$ cat src/rtl/fft_digit_reverse_buffer.sv
// fft_digit_reverse_buffer: ping-pong frame buffer that replays each
// N-point frame in base-4 digit-reversed order. Optional macro: FFT_MAG_OUT_EN.
module fft_digit_reverse_buffer #(
    parameter  int WIDTH      = 26,
    parameter  int LOG4_N     = 2,
    localparam int HALF_WIDTH = WIDTH >> 1
) (
    input  logic                  clk,
    input  logic                  rst,
    input  logic [WIDTH-1:0]      in_data,
    input  logic                  in_valid,
    output logic                  in_ready,
    output logic [WIDTH-1:0]      out_data,
    output logic                  out_valid,
    input  logic                  out_ready,
    output logic                  out_first,
    output logic                  out_last,
    output logic [HALF_WIDTH:0]   out_mag
);

    localparam int IW = 2 * LOG4_N;
    localparam int N  = 1 << IW;
    localparam logic [IW-1:0] IDX_LAST = IW'(N - 1);
    localparam logic [IW-1:0] IDX_ONE  = IW'(1);

    typedef enum logic [1:0] {
        BK_EMPTY,
        BK_FILLING,
        BK_FULL,
        BK_DRAINING
    } bank_state_t;

    logic [WIDTH-1:0] r_bank0 [N];
    logic [WIDTH-1:0] r_bank1 [N];

    bank_state_t r_state     [2];
    bank_state_t w_state_nxt [2];

    logic          r_wb;
    logic          r_rb;
    logic [IW-1:0] r_wi;
    logic [IW-1:0] r_ri;

    logic [1:0]       w_full;
    logic             w_wr_fire;
    logic             w_rd_fire;
    logic             w_wr_last;
    logic             w_rd_last;
    logic [IW-1:0]    w_rd_addr;
    logic [WIDTH-1:0] w_rd_word;

    // Swap the base-4 digits end to end.
    function automatic logic [IW-1:0] digrev(input logic [IW-1:0] a);
        logic [IW-1:0] r;
        r = '0;
        for (int d = 0; d < LOG4_N; d++) begin
            r[2*d +: 2] = a[2*(LOG4_N-1-d) +: 2];
        end
        return r;
    endfunction

    assign w_full[0] = (r_state[0] == BK_FULL) || (r_state[0] == BK_DRAINING);
    assign w_full[1] = (r_state[1] == BK_FULL) || (r_state[1] == BK_DRAINING);

    assign in_ready  = !w_full[r_wb];
    assign out_valid = w_full[r_rb];

    assign w_wr_fire = in_valid && in_ready;
    assign w_rd_fire = out_valid && out_ready;
    assign w_wr_last = w_wr_fire && (r_wi == IDX_LAST);
    assign w_rd_last = w_rd_fire && (r_ri == IDX_LAST);

    // Per-bank lifecycle: EMPTY -> FILLING -> FULL -> DRAINING -> EMPTY.
    always_comb begin
        for (int b = 0; b < 2; b++) begin
            w_state_nxt[b] = r_state[b];
            unique case (r_state[b])
                BK_EMPTY: begin
                    if (w_wr_fire && (r_wb == 1'(b))) begin
                        w_state_nxt[b] = w_wr_last ? BK_FULL : BK_FILLING;
                    end
                end
                BK_FILLING: begin
                    if (w_wr_last && (r_wb == 1'(b))) begin
                        w_state_nxt[b] = BK_FULL;
                    end
                end
                BK_FULL: begin
                    if (w_rd_fire && (r_rb == 1'(b))) begin
                        w_state_nxt[b] = w_rd_last ? BK_EMPTY : BK_DRAINING;
                    end
                end
                BK_DRAINING: begin
                    if (w_rd_last && (r_rb == 1'(b))) begin
                        w_state_nxt[b] = BK_EMPTY;
                    end
                end
            endcase
        end
    end

    // Bank state registers; reset discards any partial or pending frame.
    always_ff @(posedge clk or posedge rst) begin
        if (rst) begin
            r_state[0] <= BK_EMPTY;
            r_state[1] <= BK_EMPTY;
        end else begin
            r_state[0] <= w_state_nxt[0];
            r_state[1] <= w_state_nxt[1];
        end
    end

    // Write pointer: advance per accepted sample, flip bank after the last.
    always_ff @(posedge clk or posedge rst) begin
        if (rst) begin
            r_wb <= 1'b0;
            r_wi <= '0;
        end else if (w_wr_fire) begin
            if (w_wr_last) begin
                r_wb <= ~r_wb;
                r_wi <= '0;
            end else begin
                r_wi <= r_wi + IDX_ONE;
            end
        end
    end

    // Read pointer: advance per accepted output, flip bank after the last.
    always_ff @(posedge clk or posedge rst) begin
        if (rst) begin
            r_rb <= 1'b0;
            r_ri <= '0;
        end else if (w_rd_fire) begin
            if (w_rd_last) begin
                r_rb <= ~r_rb;
                r_ri <= '0;
            end else begin
                r_ri <= r_ri + IDX_ONE;
            end
        end
    end

    // Sample storage; contents survive reset on purpose.
    always_ff @(posedge clk) begin
        if (w_wr_fire) begin
            if (r_wb) begin
                r_bank1[r_wi] <= in_data;
            end else begin
                r_bank0[r_wi] <= in_data;
            end
        end
    end

    // Combinational digit-reversed read from the draining bank.
    always_comb begin
        w_rd_addr = digrev(r_ri);
        w_rd_word = r_rb ? r_bank1[w_rd_addr] : r_bank0[w_rd_addr];
    end

    assign out_data  = w_rd_word;
    assign out_first = out_valid && (r_ri == '0);
    assign out_last  = out_valid && (r_ri == IDX_LAST);

`ifdef FFT_MAG_OUT_EN
    localparam logic [HALF_WIDTH:0] MAG_ONE = 1;

    logic [HALF_WIDTH:0] w_re_x;
    logic [HALF_WIDTH:0] w_im_x;
    logic [HALF_WIDTH:0] w_abs_re;
    logic [HALF_WIDTH:0] w_abs_im;

    // |re|+|im| on one extra bit, so the most negative input needs no clamp.
    always_comb begin
        w_re_x   = {w_rd_word[HALF_WIDTH + HALF_WIDTH - 1],
                    w_rd_word[HALF_WIDTH +: HALF_WIDTH]};
        w_im_x   = {w_rd_word[HALF_WIDTH - 1],
                    w_rd_word[0 +: HALF_WIDTH]};
        w_abs_re = w_re_x[HALF_WIDTH] ? (~w_re_x) + MAG_ONE : w_re_x;
        w_abs_im = w_im_x[HALF_WIDTH] ? (~w_im_x) + MAG_ONE : w_im_x;
        out_mag  = out_valid ? (w_abs_re + w_abs_im) : '0;
    end
`else
    assign out_mag = '0;
`endif

endmodule

$ cat config.mk
export PLATFORM = sky130hd
export DESIGN_NAME = fft_digit_reverse_buffer
export DESIGN_NICKNAME = d
export VERILOG_FILES = /design/src/rtl/fft_digit_reverse_buffer.sv
export SDC_FILE = /design/constraint.sdc
export NUM_CORES = 1
export LEC_CHECK = 0
export CORE_ASPECT_RATIO = 0.9
export CORE_MARGIN = 2
export CORE_UTILIZATION = 30
export CTS_CLUSTER_DIAMETER = 200
export DETAILED_ROUTE_END_ITERATION = 16
export GPL_TIMING_DRIVEN = 0
export HOLD_SLACK_MARGIN = 0.08
export PLACE_DENSITY_LB_ADDON = 0.25
export SYNTH_ARGS = -nofsm -noshare
export SYNTH_HDL_FRONTEND = slang
export SYNTH_SLANG_ARGS = --single-unit
$ cat constraint.sdc
create_clock -name clk -period 3.91 [get_ports clk]
set_input_delay 0.782 -clock clk [delete_from_list [all_inputs] [get_ports clk]]
set_output_delay 0.782 -clock clk [all_outputs]
set_load 0.03 [all_outputs]
# --- Word level (Yosys, flattened, before mapping) ---
# Memories as Yosys holds them, arrays and structs flattened.
# Index checks and enable logic that the tools add are counted.
# Widths: inputs -> output; s select.
classes:
  eq_ne: 16
  order_cmp: 2
  n_mux: 25
  bitwise_logic: 2
  n_addsub: 2
  n_reduce_logical: 24
op_table:
  columns: ["cell", "count"]
  rows:
  - ["$mux 26", 1]
  - ["$mux 2", 10]
  - ["$pmux 2 s4", 2]
  - ["$logic_and 1x1->1", 14]
  - ["$mux 1", 10]
  - ["$add 4x1->4 const B", 2]
  - ["$eq 2x2->1 const B", 4]
  - ["$eq 4x4->1 const B", 2]
  - ["$mux 4", 2]
  - ["$ne 2x1->1 const B", 4]
  - ["$ne 2x2->1 const B", 4]
  - ["$reduce_and 4->1", 2]
  - ["$eq 2x1->1 const B", 2]
  - ["$logic_not 2->1", 2]
  - ["$logic_not 4->1", 1]
  - ["$lt 1x2->1 const B", 2]
  - ["$reduce_and 2->1", 2]
  - ["$logic_or 1x1->1", 2]
  - ["$not 1->1", 2]
  - ["$logic_not 1->1", 1]
word_totals:
  regBits: 14
  n_memories: 2
  elab_cells: 79
  out_inout_bits: 44
  in_bits: 30
  mem_bits_rw: 832
memory_table:
  columns: ["memory", "depth", "width", "rd", "rd_clocked_by_memory_dff", "wr", "line", "text"]
  rows:
  - ["r_bank0", 16, 26, 1, 0, 1, "33", "logic [WIDTH-1:0] r_bank0 [N];"]
  - ["r_bank1", 16, 26, 1, 0, 1, "34", "logic [WIDTH-1:0] r_bank1 [N];"]

# --- Depth between registers and ports, before layout ---
# Gate-level depths: netlist of run 1.
depth:
  depth_word: 10
  ltp_mapped: 8
  depth_no_buf: 5

# --- Worst setup path after synthesis of run 1 ---
# OpenSTA, ideal clock, no wires.
synth_path:
  kind: "input-to-reg"
  from: "in in_valid"
  to: "mem r_bank1[2][0], enable pin"
  path_slack_ps: 523
  arrival_time_ps: 2945
  required_time_ps: 3468
  setup_time_ps: 442
  stages: 4
  n_path_buf: 0
  path_cell_list: "nand2_1 -> nor2_1 -> nand2_1 -> nor3_1"
synth_between:
  elab_chain_cells: 3
synth_lines:
  columns: ["element", "line", "text"]
  rows:
  - ["start: declaration", "11", "input logic in_valid,"]
  - ["$logic_and 1x1->1", "68", "assign w_wr_fire = in_valid && in_ready;"]
  - ["$mux 1", "145", "if (w_wr_fire) begin"]
  - ["$mux 1 (not written as such)", "147", "r_bank1[r_wi] <= in_data;"]
  - ["end: declaration", "34", null]
# Every way passes these cells.

# --- Final worst setup path of run 1 ---
layout_path:
  from: "reg r_ri[2]"
  to: "out out_data[19]"
layout_between:
  elab_chain_cells: 2
  elab_cells_between_ends: 3
  classes_between: "mux: 1; memory: 2"
layout_lines:
  columns: ["element", "line", "text"]
  rows:
  - ["start: declaration", "42", "logic [IW-1:0] r_ri;"]
  - ["start signal: assignment", "138", "r_ri <= r_ri + IDX_ONE;"]
  - ["$mem_v2 16x26, on equally long branches", null, null]
  - ["$mux 26 (*)", "157", "w_rd_word = r_rb ? r_bank1[w_rd_addr] : r_bank0[w_rd_addr];"]
  - ["end: declaration", "13", "output logic [WIDTH-1:0] out_data,"]
# Every way passes the cells marked *; elsewhere a longest branch is shown, timed or not.

==> results.cfg, run 1 <==
[outcome]
status = finished, final reports clean

[placement]
place_area_um2 = 35500
routabilityCongestion = 0.763
dpl.hpwl_mm = 52.1
io_buffers = 59

[cells_and_area]
area_delta_synth_final_pct = 18.4
utilization_pct = 35.9
nFillCells = 9940
drive_above_1_share_pct = 30.2
final_nets = 1770
stdcell_area_um2 = 38600

[timing]
timing.final.crit_share_pct = 99.6
fmax_mhz = 257
drv_slew = 0
fin_crit_ns = 3.89
final_hold_viol_count = 0
finClkSkew_ns = 0.0236
tightest_slew_ns = 1.35
slew_headroom_pct = 9.40
rsz0062_at_grt = yes
setup_viol = 0
fin_setup_tns_ns = 0

[clocking]
htree_levels = 3
cts-root-buf = clkbuf_16
cts_buffers = 89
cts_tree = done
clock_latency_ns = 0.63
cts_buffer_depth = 3
clkSlewWorstSetupHoldPaths_ns = 0.06
clock_sink_count = 844

[critical_path]
criticalPathCategory = flip-flop to output pin
endpoint_kind = output pin
cp.arrival_ns = 3.11
required_ns = 3.13
path_max_fanout = 10
worstSetupStartpointType = flip-flop

[floorplanning]
die_x_um = 352
dieArea_um2 = 111000
fp-row-count = 114
coreArea_um2 = 108000
start_util_pct = 30.3
io_pins = 74
die_h_um = 317

[global_route]
grtUsageTotal_pct = 14.5
grt_pass1_wl_mm = 116
grt_pass1_vias = 16600
antenna_found_initial = 2
grt_max_degree = 33
grt_overflow = 0

[synth]
yosys_warnings = 0
synth-main-ff-cell = edfxtp_1
async_flop_share_pct = 1.42
seq_area_frac_synth_pct = 77.5
yosysMostFrequentCell = edfxtp_1
synth.top_cells.by_count = 832 x edfxtp_1, 130 x mux4_2, 105 x mux2i_1
synth_top_cell_area_share_pct = 76.6
synthCells = 1552
synth_largest_area_cell = edfxtp_1
syn_area_um2 = 32600
synth_area_leaders = edfxtp_1 77%, mux4_2 9.0%, mux2i_1 3.2%, mux2_2 1.9%, o22ai_1 1.0%
synth_edf_count = 832
ys_ff_latch = 844
synth_area_per_cell_um2 = 21.0
synth_cell_types = 39

[power]
p_leak_nw = 12.2
powerDensity_nw_per_um2 = 690
peakVddDrop_uv = 302

[hold_path]
hold_class = input port to async pin

[job]
drv_cap = 0

[routing]
postRouteWirelength_mm = 80.6
vias = 15900
first_iter_violations = 1434
wire_per_inst_um = 24.7
drc = 0
dr.pass1.iters = 5
postRouteAntennaNets = 0
vias_per_cell = 4.88
cell type report:
cell class	count	area (µm²)	share of cell area [%]
sequential	844	25300	65.4
multi-input combinational	612	7110	18.4
clock buffer	116	2480	6.41
tap	1450	1810	4.70
timing repair buffer	81	806	2.09
buffer	99	767	1.99
clock inverter	48	350	0.907
inverter	7	26.3	0.0680
antenna	2	5.00	0.0130
power breakdown:
group	total (W)	internal [W]	switching, W
clock network	0.00814	0.00477	0.00337
registers	0.0105	0.0104	0.000138
logic	0.00801	0.00311	0.00490
total	0.0267	0.0182	0.00841
per-stage QoR:
stage	total power [W]	setup slack [ns]	std cells	hold slack [ns]
detailed placement	0.0186	-0.177	3096	0.578
global placement	0.0184	-2.18	3074	0.545
global route	0.0277	-0.0332	3257	0.509
finish	0.0267	0.0176	3259	0.502
CTS	0.0269	-0.0442	3258	0.486
floorplan	0.0155	0.523	1565	0.494
cells in the final DEF, fill, tap and decap left out, drive strengths merged, types with 3 or more instances in the layout:
master	n
a21oi	52
a221o	26
a22o	27
a22oi	26
and2	16
and3	5
buf	122
bufinv	5
clkbuf	141
clkdlybuf4s50	30
clkinv	40
clkinvlp	3
conb	14
dfrtp	12
edfxtp	832
ha	6
inv	7
mux2	55
mux2i	105
mux4	130
nand2	13
nand2b	3
nand3	6
nor2	26
nor3	7
o221ai	26
o22ai	53
or3b	4
xnor2	3
sequential cells by signal (all words and copies together) (netlist names):
register and flops:
r_bank0 416, r_ri 4, r_bank1 416, r_state 2, r_wi 4, r_rb 1, r_wb 1
worst max-delay path: stages (launching register included):
cell and delay, ns:
dfrtp_1 0.43, buf_4 0.19, buf_6 0.21, or3b_1 0.43, buf_4 0.21, buf_6 0.16
o221ai_1 0.23, a21oi_2 0.09, a21oi_2 0.19, clkdlybuf4s15_2 0.32
layer usage:
| metal | track usage, % | share of wire [%] | up-vias |
|---|---|---|---|
| met5 | 0 | 0.034 | - |
| met4 | 2.99 | 1.9 | 4 |
| met3 | 2.73 | 5.5 | 107 |
| met2 | 23.6 | 47 | 438 |
| met1 | 20.2 | 45 | 8512 |
| li1 | - | - | 6852 |
kinds of logic (layout without fill, tap and decap cells):
family                     Yosys count  after routing  share of synthesized area [%]
other                                1             16                         0.0115
AOI/OAI and AO/OA                  214            214                           4.71
DFF                                844            844                           77.5
buffers and inverters              109            351                           2.06
muxes                              290            290                           14.1
xor gates and xnor gates             4              4                          0.107
adders and majority gates            6              6                          0.230
and+or+nand+nor                     84             84                           1.29
worst paths after layout:
check / depth (start not counted) / slack [ns] / endpoint / from
worst max-delay path: 9 / 0.02 / out_data[19] / r_ri[2]
worst min-delay path: 2 / 0.50 / r_wi[1] / rst
worst max register to register: 4 / 1.16 / r_bank0[13][7] / r_wi[2]
worst min register to register: 1 / 0.60 / r_wi[1] / r_wi[1]
max in group asynchronous: 2 / 3.04 / r_ri[1] / rst
min in group clk: 1 / 0.60 / r_wi[1] / r_wi[1]
what timing repair did:
item / CTS / global route
gates resized for setup: 212 / 41
setup buffers: 0 / 0
gates cloned: 0 / 0
pin swaps: 6 / 1
endpoints found under the setup margin: 27 / 19
hold buffers: 0 / 0
hold endpoints to repair: 0 / 0
Power figures use the tool's default switching activity.
==> run 2, diff against run 1 <==
--- a/config.mk
+++ b/config.mk
@@ -5,6 +5,7 @@
 export SDC_FILE = /design/constraint.sdc
 export NUM_CORES = 1
 export LEC_CHECK = 0
+export ABC_CLOCK_PERIOD_IN_PS = 3910
 export CORE_ASPECT_RATIO = 0.9
 export CORE_MARGIN = 2
 export CORE_UTILIZATION = 30
==> results of run 2 <==
The final DEF is identical to that of run 1; final timing and power are the same.
==> run 3, diff against run 2 <==
--- a/config.mk
+++ b/config.mk
@@ -8,7 +8,7 @@
 export ABC_CLOCK_PERIOD_IN_PS = 3910
 export CORE_ASPECT_RATIO = 0.9
 export CORE_MARGIN = 2
-export CORE_UTILIZATION = 30
+export CORE_UTILIZATION = 40
 export CTS_CLUSTER_DIAMETER = 200
 export DETAILED_ROUTE_END_ITERATION = 16
 export GPL_TIMING_DRIVEN = 0
==> results.cfg, run 3 (synthesis results as in run 1) <==
[timing]
slew_headroom_pct = 12.7
fmax_mhz = 259
whs_ns = 0.577
rsz0062_at_grt = yes
final_hold_viol_count = 0
drv_slew = 0
tightest_slew_ns = 1.31
finClkSkew_ns = 0.0168
fin_crit_ns = 3.86
setup_viol = 0
timing.final.crit_share_pct = 98.8

[floorplanning]
coreArea_um2 = 80900
die_x_um = 305
start_util_pct = 40.3
io_pins = 74
fp-row-count = 99
dieArea_um2 = 83900
die_h_um = 275

[job]
drv_cap = 0

[cells_and_area]
final_common_cell = edfxtp_1
final_nets = 1769
utilization_pct = 47.1
reg_top3 = r_bank0: 416 flops, r_bank1: 416 flops
layout_common_cells = 832 x edfxtp_1, 130 x mux4_2, 105 x mux2i_1, 89 x clkbuf_16, 55 x mux2_2
area_delta_synth_final_pct = 16.7
drive_above_1_share_pct = 29.2

[clocking]
clock_sink_count = 844
cts_setup_buffers = 0
cts_buffers = 88
cts_buffer_depth = 3
htree_levels = 3
cts_hold_buf = 0
clock_latency_ns = 0.63
clkSlewWorstSetupHoldPaths_ns = 0.06
cts_tree = done
cts-root-buf = clkbuf_16

[critical_path]
required_ns = 3.13
path_max_fanout = 10
worstSetupStartpointType = flip-flop
criticalPathCategory = flip-flop to output pin
crit_top_cell = buf_4
cp-startpoint = r_ri[3]
slowest_stage = a21oi_1
endpoint_kind = output pin
crit_chain = buf_2, buf_6, buf_4, buf_4, mux4_2, a21oi_1, a21oi_2, clkdlybuf4s18_2
slowest_delay_ns = 0.35
rr_startpoint = r_wi[2]
cp.arrival_ns = 3.08

[hold_path]
min_from = r_state[3]
hold_class = flip-flop to flip-flop

[global_route]
grt_pass1_wl_mm = 110
grtUsageTotal_pct = 18.0
grt_max_degree = 33
antenna_found_initial = 0
grt_overflow = 0
grt_pass1_vias = 16200

[routing]
dr.pass1.iters = 5
wire_per_inst_um = 26.5
postRouteWirelength_mm = 75.9
first_iter_violations = 1465
vias = 16100
postRouteAntennaNets = 0
drc = 0
vias_per_cell = 5.61

[power]
p_comb_share_pct = 29.2
seqPwrFrac_pct = 39.6
p_int_w = 0.0183
switching_share_pct = 31.0
powerDensity_nw_per_um2 = 695
clock_power_share_pct = 31.1
switchingPower_w = 0.00822
p_leak_nw = 12.1
peakVddDrop_uv = 349

[placement]
io_buffers = 59
routabilityCongestion = 0.795
dpl.hpwl_mm = 48.3

[outcome]
status = finished, final reports clean
==> run 3: path summary, 6_finish.rpt <==
kind                            slack (ns)              to  cells after the start
worst max-delay path                  0.05     out_data[6]                      8
worst max register to register        1.26  r_bank0[9][24]                      4
max in group asynchronous             2.88         r_wi[3]                      2
worst min register to register        0.58      r_state[3]                      2
min in group asynchronous             0.68         r_wi[0]                      2
worst min-delay path                  0.58      r_state[3]                      2
==> run 3: what timing repair did <==
action	4_1_cts	5_1_grt
endpoints found under the setup margin	27	20
pin swaps	4	2
resized for setup	182	32
==> run 3: power groups by stage <==
stage	clock network (W)	registers (W)	logic, W
6_report	0.00825	0.0105	0.00774
5_1_grt	0.00873	0.0105	0.00819
4_1_cts	0.00840	0.0105	0.00776
3_5_place_dp	0	0.0107	0.00771
3_3_place_gp	0	0.0107	0.00753
2_1_floorplan	0	0.0106	0.00484
==> run 3: stage by stage <==
stage	area (µm²)	TNS (ns)	power, W	worst slack [ns]	instances
after global routing	38100	-0.110	0.0274	-0.0322	2863
after CTS	38000	-0.110	0.0267	-0.0742	2863
final	38100	0	0.0265	0.0470	2864
after detailed placement	35000	-0.179	0.0184	-0.0831	2705
after floorplan	32700	0	0.0155	0.523	1565
after global placement	34600	-473.65	0.0182	-2.13	2684
==> run 3: area by class of cell <==
type                    instances  area, µm²
fillers                      6660      42800
flip-flops and latches        844      25300
multi-input cells             612       7040
clock buffers                 105       2290
well taps                    1060       1330
repair buffers                 80        821
plain buffers                 100        728
clock inverters                55        562
inverters                       7       26.3
diodes                          1       2.50
==> run 3: layer usage <==
metal	wire [µm]	track usage (%)	up-vias
met5	0	0	-
met4	1650	4.78	0
met3	5320	3.36	103
met2	35700	28.6	553
met1	33300	25.9	8547
li1	-	-	6857
==> run 3: critical path, delay by kind of cell (launching register included) <==
kind	cells	cell delay [ns]
AO/OA/AOI/OAI	2	0.48
buffers and inverters	5	1.28
flip-flops	1	0.33
multiplexers	1	0.32
